[src/rtl/clks_pkg.sv]
// Shared definitions for the clks divider controller: source encodings,
// controller states and legal parameter ranges.
package clks_pkg;

  localparam logic [1:0] SEL_CLK10   = 2'd0;
  localparam logic [1:0] SEL_CLK20   = 2'd1;
  localparam logic [1:0] SEL_CLK40   = 2'd2;
  localparam logic [1:0] SEL_ILLEGAL = 2'd3;

  typedef enum logic [2:0] {
    IDLE   = 3'd0,
    HOLD   = 3'd1,
    SETTLE = 3'd2,
    RUN    = 3'd3,
    SWITCH = 3'd4
  } state_t;

  // Legal ranges for the controller parameters; the counter is 8 bits wide.
  localparam int CNT_W            = 8;
  localparam int RST_CYCLES_MIN   = 1;
  localparam int RST_CYCLES_MAX   = 255;
  localparam int SETTLE_EDGES_MIN = 1;
  localparam int SETTLE_EDGES_MAX = 15;
  localparam int SW_TIMEOUT_MIN   = 41;
  localparam int SW_TIMEOUT_MAX   = 255;

  // Sample of the divided clock addressed by sel; the illegal code reads as 0.
  function automatic logic pick_src(input logic [1:0] sel, input logic c10,
                                    input logic c20, input logic c40);
    logic v;
    case (sel)
      SEL_CLK10: v = c10;
      SEL_CLK20: v = c20;
      SEL_CLK40: v = c40;
      default:   v = 1'b0;
    endcase
    return v;
  endfunction

endpackage

[src/rtl/clks_glitchless_mux.sv]
// Output stage of the clock selector: registers the currently selected
// divided clock (or 0 when forced) and reports whether the old and the
// target sources are presently low.
module clks_glitchless_mux
  import clks_pkg::*;
(
  input  logic       clk,
  input  logic       rst,
  input  logic       clk10,
  input  logic       clk20,
  input  logic       clk40,
  input  logic [1:0] cur_sel,
  input  logic [1:0] target,
  input  logic       force_low,
  output logic       clk_out,
  output logic       old_low,
  output logic       target_low
);

  assign old_low    = !pick_src(cur_sel, clk10, clk20, clk40);
  assign target_low = !pick_src(target, clk10, clk20, clk40);

  // Output register: follow the current source one cycle late unless held low
  always_ff @(posedge clk) begin
    if (rst) begin
      clk_out <= 1'b0;
    end else begin
      clk_out <= force_low ? 1'b0 : pick_src(cur_sel, clk10, clk20, clk40);
    end
  end

endmodule

[src/rtl/clks_ctrl.sv]
// Lifecycle sequencer for the clks divider (reset hold, enable, settle,
// run, stop) plus glitch-free selection of the divided clock on clk_out.
module clks_ctrl
  import clks_pkg::*;
#(
  parameter int RST_CYCLES   = 8,
  parameter int SETTLE_EDGES = 2,
  parameter int SW_TIMEOUT   = 64
) (
  input  logic       clk,
  input  logic       rst,
  input  logic       start,
  input  logic       stop,
  input  logic [1:0] sel_req,
  input  logic       sel_valid,
  output logic       sel_ack,
  input  logic       clk10,
  input  logic       clk20,
  input  logic       clk40,
  output logic       clks_rst,
  output logic       clks_enb,
  output logic       clk_out,
  output logic       ready,
  output logic       busy,
  output logic       err,
  output logic [1:0] cur_sel
);

  generate
    if (RST_CYCLES < RST_CYCLES_MIN || RST_CYCLES > RST_CYCLES_MAX ||
        SETTLE_EDGES < SETTLE_EDGES_MIN || SETTLE_EDGES > SETTLE_EDGES_MAX ||
        SW_TIMEOUT < SW_TIMEOUT_MIN || SW_TIMEOUT > SW_TIMEOUT_MAX) begin : g_bad_params
      $error("clks_ctrl: parameter out of range");
    end
  endgenerate

  localparam logic [CNT_W-1:0] RST_LAST    = CNT_W'(RST_CYCLES - 1);
  localparam logic [CNT_W-1:0] SETTLE_LAST = CNT_W'(SETTLE_EDGES - 1);
  localparam logic [CNT_W-1:0] SW_LAST     = CNT_W'(SW_TIMEOUT - 1);

  // Counter increment that sticks at all-ones instead of wrapping.
  function automatic logic [CNT_W-1:0] sat_inc(input logic [CNT_W-1:0] v);
    return (v == {CNT_W{1'b1}}) ? v : v + 1'b1;
  endfunction

  state_t           state, state_nxt;
  logic [CNT_W-1:0] cnt, cnt_nxt;
  logic             ph_b, ph_b_nxt;          // SWITCH: 0 = follow old source, 1 = held low
  logic             hold_low, hold_low_nxt;  // RUN: wait for source low after an aborted switch
  logic [1:0]       target, target_nxt;
  logic [1:0]       cur_sel_nxt;
  logic             sel_ack_nxt, err_nxt;
  logic             clk40_p0;
  logic             clk40_rise;
  logic             req_live;
  logic             force_low;
  logic             old_low, target_low;

  assign clk40_rise = clk40 & ~clk40_p0;
  assign req_live   = sel_valid & ~sel_ack & ~hold_low;

  assign clks_rst = (state == IDLE) || (state == HOLD);
  assign clks_enb = (state == SETTLE) || (state == RUN) || (state == SWITCH);
  assign ready    = (state == RUN) || (state == SWITCH);
  assign busy     = (state == SWITCH);

  // clk_out is held low outside RUN/SWITCH, while waiting for the target,
  // and while resynchronising to the old source after an aborted switch.
  assign force_low = ((state_nxt != RUN) && (state_nxt != SWITCH)) ||
                     ((state == SWITCH) && ph_b) || hold_low;

  // Next-state, counter and handshake decisions
  always_comb begin
    state_nxt    = state;
    ph_b_nxt     = ph_b;
    hold_low_nxt = hold_low;
    target_nxt   = target;
    cur_sel_nxt  = cur_sel;
    sel_ack_nxt  = 1'b0;
    err_nxt      = 1'b0;
    cnt_nxt      = cnt;

    case (state)
      IDLE: begin
        if (start && !stop) state_nxt = HOLD;
      end
      HOLD: begin
        if (stop)                 state_nxt = IDLE;
        else if (cnt == RST_LAST) state_nxt = SETTLE;
        cnt_nxt = sat_inc(cnt);
      end
      SETTLE: begin
        if (stop) begin
          state_nxt = IDLE;
        end else if (clk40_rise) begin
          if (cnt == SETTLE_LAST) state_nxt = RUN;
          cnt_nxt = sat_inc(cnt);
        end
      end
      RUN: begin
        if (stop) begin
          state_nxt    = IDLE;
          hold_low_nxt = 1'b0;
        end else begin
          if (hold_low && old_low) hold_low_nxt = 1'b0;
          if (req_live) begin
            if (sel_req == SEL_ILLEGAL) begin
              sel_ack_nxt = 1'b1;
              err_nxt     = 1'b1;
            end else if (sel_req == cur_sel) begin
              sel_ack_nxt = 1'b1;
            end else begin
              target_nxt = sel_req;
              state_nxt  = SWITCH;
            end
          end
        end
      end
      SWITCH: begin
        cnt_nxt = sat_inc(cnt);
        if (stop) begin
          state_nxt = IDLE;
        end else if (ph_b && target_low) begin
          cur_sel_nxt = target;
          sel_ack_nxt = 1'b1;
          state_nxt   = RUN;
        end else if (cnt == SW_LAST) begin
          sel_ack_nxt  = 1'b1;
          err_nxt      = 1'b1;
          hold_low_nxt = ph_b;
          state_nxt    = RUN;
        end else if (!ph_b && old_low) begin
          ph_b_nxt = 1'b1;
        end
      end
      default: begin
        state_nxt = IDLE;
      end
    endcase

    if (state_nxt != state) begin
      cnt_nxt  = '0;
      ph_b_nxt = 1'b0;
    end
  end

  // Control registers
  always_ff @(posedge clk) begin
    if (rst) begin
      state    <= IDLE;
      cnt      <= '0;
      ph_b     <= 1'b0;
      hold_low <= 1'b0;
      target   <= SEL_CLK10;
      cur_sel  <= SEL_CLK10;
      sel_ack  <= 1'b0;
      err      <= 1'b0;
      clk40_p0 <= 1'b0;
    end else begin
      state    <= state_nxt;
      cnt      <= cnt_nxt;
      ph_b     <= ph_b_nxt;
      hold_low <= hold_low_nxt;
      target   <= target_nxt;
      cur_sel  <= cur_sel_nxt;
      sel_ack  <= sel_ack_nxt;
      err      <= err_nxt;
      clk40_p0 <= clk40;
    end
  end

  clks_glitchless_mux u_mux (
    .clk        (clk),
    .rst        (rst),
    .clk10      (clk10),
    .clk20      (clk20),
    .clk40      (clk40),
    .cur_sel    (cur_sel),
    .target     (target),
    .force_low  (force_low),
    .clk_out    (clk_out),
    .old_low    (old_low),
    .target_low (target_low)
  );

endmodule

[config.mk]
export PLATFORM = sky130hd
export DESIGN_NAME = clks_ctrl
export DESIGN_NICKNAME = d
export VERILOG_FILES = /design/src/rtl/clks_pkg.sv /design/src/rtl/clks_glitchless_mux.sv /design/src/rtl/clks_ctrl.sv
export SDC_FILE = /design/constraint.sdc
export NUM_CORES = 1
export LEC_CHECK = 0
export CAP_MARGIN = 20
export CORE_MARGIN = 1.5
export CORE_UTILIZATION = 35
export CTS_CLUSTER_DIAMETER = 80
export DETAILED_ROUTE_END_ITERATION = 12
export GPL_TIMING_DRIVEN = 0
export HOLD_SLACK_MARGIN = 0.02
export PLACE_DENSITY = 0.61
export SLEW_MARGIN = 40
export SYNTH_ARGS = -nofsm -noshare
export SYNTH_HDL_FRONTEND = slang
export SYNTH_SLANG_ARGS = --single-unit
export TNS_END_PERCENT = 100
[constraint.sdc]
create_clock -name clk -period 2.5 [get_ports clk]
set_input_delay 0.625 -clock clk [delete_from_list [all_inputs] [get_ports clk]]
set_output_delay 0.625 -clock clk [all_outputs]
set_load 0.02 [all_outputs]
# Word-level counts from Yosys, hierarchy flattened
# Cells that the tools add are included.
# classes
magnitude_cmp	0
n_mux	40
div_mod_pow	0
n_reduce_logical	29
add_sub_neg	1
multipliers	0
bitwise	11
n_shift	0
eq_ne	23
# ops
operator	count
3-bit 2-to-1 mux	13
8-bit 2-to-1 mux	3
1-bit 2-to-1 mux	17
8-bit case mux with 2 select lines	1
3-bit case mux with 5 select lines	1
5-bit AND reduction	3
8-bit by 1-bit adder with 8-bit output (second input constant)	1
8-bit by 1-bit equality test with 1-bit output (second input constant)	1
8-bit by 3-bit equality test with 1-bit output (second input constant)	1
8-bit by 6-bit equality test with 1-bit output (second input constant)	1
8-bit equality test (second input constant)	1
2-bit inequality test (second input constant)	4
1-bit NOT	8
2-bit equality test (second input constant)	3
3-bit by 2-bit equality test with 1-bit output (second input constant)	2
1-bit logical AND	6
1-bit logical OR	6
3-bit by 2-bit inequality test with 1-bit output (second input constant)	2
1-bit case mux with 2 select lines	3
1-bit case mux with 3 select lines	2
3-bit AND reduction	2
2-bit OR reduction	3
2-bit by 1-bit equality test with 1-bit output (second input constant)	2
1-bit logical NOT	4
other kinds (10)	14
# word_totals
mem_bits_ro	0
ramBits	0
reg_bits	21
latchBits	0
output_inout_bits	9
elab_cells	114
mem_count	0

# Logic depth before layout (Yosys ltp)
# logic_depth
depth_word	12
depth_mapped	10
mapped_depth_nobuf	8

# By module
# A second synthesis with hierarchy kept.
# unflattened
cells_unflattened	159
hier_area_um2	1412.6
# by_module_without_submodules
mod	instances	seq_area_each_um2	cells_per_inst	area_each_um2
clks_ctrl	1	400.4	149	1322.5
clks_glitchless_mux	1	20.0	10	90.1

# Worst setup path after synthesis
# OpenSTA, ideal clock, no wires.
# synth_path
path_type	input port to flip-flop
startpoint	input stop
endpoint	register cnt[0]
setup_slack_ns	0.306
t_required_ns	2.365
arrival_ns	2.059
stages	7
n_path_buf	1
cell_sequence	clkbuf_2 -> or4b_4 -> a21oi_2 -> nor3_2 -> and3b_4 -> o221ai_4 -> nor3_1
# synth_between
elab_chain_cells	6
elab_cells_between_ends	12
classes_between	2 x eq/ne; 6 x mux; 4 x reduce/logical
# synth_rtl
item	line_no	source
start, declared	clks_ctrl.sv:13	input logic stop,
1-bit logical NOT	clks_ctrl.sv:85	if (start && !stop) state_nxt = HOLD;
1-bit logical AND	clks_ctrl.sv:85	
3-bit 2-to-1 mux	clks_ctrl.sv:85	
3-bit case mux with 5 select lines	clks_ctrl.sv:83	case (state)
3-bit inequality test	clks_ctrl.sv:141	if (state_nxt != state) begin
2-bit OR reduction (no line)	n/a	
end signal, assigned	clks_ctrl.sv:161	cnt <= cnt_nxt;
end, declared	clks_ctrl.sv:47	logic [CNT_W-1:0] cnt, cnt_nxt;
# Parallel ways exist; a longest one is shown, timed or not.
# A chain may end at the register's enable or synchronous reset.

# Worst setup path after layout
# layout_path
startpoint	input clk40
endpoint	register cnt[0]
# layout_between
elab_chain_cells	8
elab_cells_between_ends	13
classes_between	2 x eq/ne; 6 x mux; 1 x bitwise; 4 x reduce/logical
# layout_rtl
item	line_no	source
start, declared	clks_ctrl.sv:19	input logic clk40,
1-bit case mux with 3 select lines	clks_pkg.sv:31	case (sel)
1-bit logical NOT	clks_glitchless_mux.sv:21	assign target_low = !pick_src(target, clk10, clk20, clk40);
1-bit logical AND	clks_ctrl.sv:123	end else if (ph_b && target_low) begin
3-bit 2-to-1 mux	clks_ctrl.sv:123	
3-bit 2-to-1 mux	clks_ctrl.sv:121	if (stop) begin
3-bit case mux with 5 select lines	clks_ctrl.sv:83	
3-bit inequality test	clks_ctrl.sv:141	
2-bit OR reduction (no line)	n/a	
# Parallel ways exist; a longest one is shown, timed or not.

==> metrics.cfg <==
[status]
outcome = finished clean

[global_routing]
antenna_found_initial = 0
grt_pass1_wl_mm = 5.33
grt_max_degree = 13
first_global_vias = 1206
grtUsageTotal_pct = 16.1
grt_overflow = 0

[sta]
setup_viol = 0
slew_headroom_pct = 61.9
fin_crit_sh_pct = 93.9
tightest_slew_ns = 0.568
fmax_mhz = 426
min_period_ns = 2.35
setup_ws_ns = 0.152
finalHoldViolCount = 0
skew_ns = 0.00199
rsz0062_at_grt = no
hold_ws_ns = 0.528
slew_viol_final = 0

[floorplan]
io_pins = 19
core_area_mm2 = 0.00369
die-area_mm2 = 0.00423
num_rows = 22
die_w_um = 65.1
fp.dieH_um = 65.1
initial_core_util_pct = 36.5

[pwr]
p_per_area_mw_per_mm2 = 392
vdd_drop_max_mv = 0.238
power_leakage_nw = 0.566

[cells_and_area]
final_common_cell = dfxtp_1
nets = 191
antenna-diode-count = 0
final_cells = 226
drive_above_1_share_pct = 15.7
area_growth_pct = 21.2
fill_cells = 403
final_cell_mix = dfxtp_1, nor2_1, clkdlybuf4s50_1, nand2_1

[detailed_routing]
wl_mm = 3.16
remaining_drc_errors = 0
wl_met2_mm = 1.50
viasPerCell = 5.57
drt-met1-wl_mm = 1.46
vias = 1258
drt_first_iter_violations = 50
highest_layer = met4
dr.pass1.iters = 4
ant_nets = 0
routedWlPerCell_um = 14.0
wl_met3_um = 152

[critical_path]
slowest_delay_ns = 0.54
cpLargestDelayFamily = compound AO/OA/AOI/OAI gates
worst-path-buf-inv = 1
worst_ep_required_time_ns = 2.69
worstPathMaxFanout = 9
startpoint_type = input port
path_class = in -> reg
arrival_ns = 2.54
worstPathCellList = clkdlybuf4s50_1 -> mux2i_1 -> o211a_1 -> o21ai_2 -> and3b_4 -> o221ai_4 -> nor3_1
crit_slowest_cell = clkdlybuf4s50_1
end_kind = register

[synthesis]
ys_seq_area_share_pct = 31.2
async_flop_share_pct = 0
syn_nets = 169
ys_ff_latch = 21
synthesis.area_mm2 = 0.00135
ys_types = 54
syn_inst = 157
synth_enable_flop_cells = 0
synth_top_area_share_pct = 31.2
synth_top_area_cell = dfxtp_1
synth_area_leaders = dfxtp_1, nor2_1, nand3_1, nor3_1, a21oi_1
syn_avg_cell_area_um2 = 8.58
ys_dominant_reg_cell = dfxtp_1
ys_warn_count = 0

[cts]
cts_setup_buffers = 0
hold_buffers = 0
cts_tree = done
clk_latency_ns = 0.26
cts-buffers-inserted = 3
cts-root-buf = clkbuf_8
cts.sinks = 21
clk_pin_slew_ns = 0.08
clockBufferDepth = 2
htree_levels = 1

[placed_design]
dp.cells = 222
port_buffers = 17
hpwl_mm = 2.39
gp_congestion = 0.789
pre_cts_ws_ns = -0.0957

[min_path]
hp-class = reg -> reg

[flow_run]
maxCapViolations = 0

synthesized netlist by cell type (all sizes together) (4+ instances only):
master   n
nor2    16
nor2b    4
nor4     4
nor3    15
nand2b   4
xnor2    4
nand3   10
inv      4
o21ai    5
nand2   11
mux2i    4
dfxtp   21
a21oi   10
buf      4
worst register-to-register path, delay by kind of cell, from the launching register on:
family / cells / cell delay, ns
AND/OR/NAND/NOR: 4 / 0.85
AO/OA/AOI/OAI: 2 / 0.60
flip-flops: 1 / 0.36
buffers and inverters: 1 / 0.23
where the power goes:
| group | internal, W | switching, W |
|---|---|---|
| Combinational | 0.0000364 | 0.0000364 |
| Sequential | 0.000337 | 0.00000203 |
| Clock | 0.000111 | 0.000116 |
cells by family after synthesis:
kind of cell | Yosys count | synth area share, %
DFF | 21 | 31.2
muxes | 4 | 2.97
adders and majority gates | 2 | 1.86
and+or+nand+nor | 83 | 37.8
AOI/OAI and AO/OA | 31 | 17.7
buffers and inverters | 11 | 5.20
xor gates and xnor gates | 5 | 3.25
flip-flops by register name (all words and copies together) (netlist names):
name	flops
target	2
u_mux.clk_out	1
cnt	8
clk40_p0	1
cur_sel	2
ph_b	1
state	3
sel_ack	1
err	1
hold_low	1
area by class of cell:
| cell class | count | area, um2 | area share [%] |
|---|---|---|---|
| plain buffers | 6 | 43.8 | 2.68 |
| clock buffers | 3 | 41.3 | 2.53 |
| clock inverters | 1 | 5.00 | 0.307 |
| inverters | 5 | 26.3 | 1.61 |
| multi-input cells | 125 | 866 | 53.0 |
| flip-flops and latches | 21 | 420 | 25.7 |
| well taps | 48 | 60.1 | 3.68 |
| repair buffers | 17 | 170 | 10.4 |
routing by layer:
layer | global-route usage (%) | vias up
li1 | - | 615
met1 | 20.8 | 598
met2 | 26.5 | 38
met3 | 3.47 | 7
met4 | 5.21 | 0
met5 | 0 | -
what timing repair did:
item,CTS,global route
setup endpoints to repair,2,7
gates cloned,0,0
gates resized for setup,2,2
path summary, 6_finish.rpt:
path                   from          to  slack, ns  depth (start not counted)
setup reg to reg   state[1]      cnt[0]       0.34                          7
hold / removal    target[1]  cur_sel[1]       0.53                          2
setup / recovery      clk40      cnt[0]       0.15                          7
hold reg to reg   target[1]  cur_sel[1]       0.53                          2
metrics by stage:
stage | setup TNS, ns | util, % | instance area (um2) | total power [W]
floorplan | 0 | - | 1350 | 0.000394
global placement | -0.603 | 42.8 | 1580 | 0.000418
detailed placement | -0.741 | 42.8 | 1580 | 0.000420
CTS | 0 | 44.0 | 1620 | 0.000644
global route | 0 | 44.3 | 1630 | 0.000666
finish | 0 | 44.3 | 1630 | 0.000640
(Power assumes the default switching activity.)
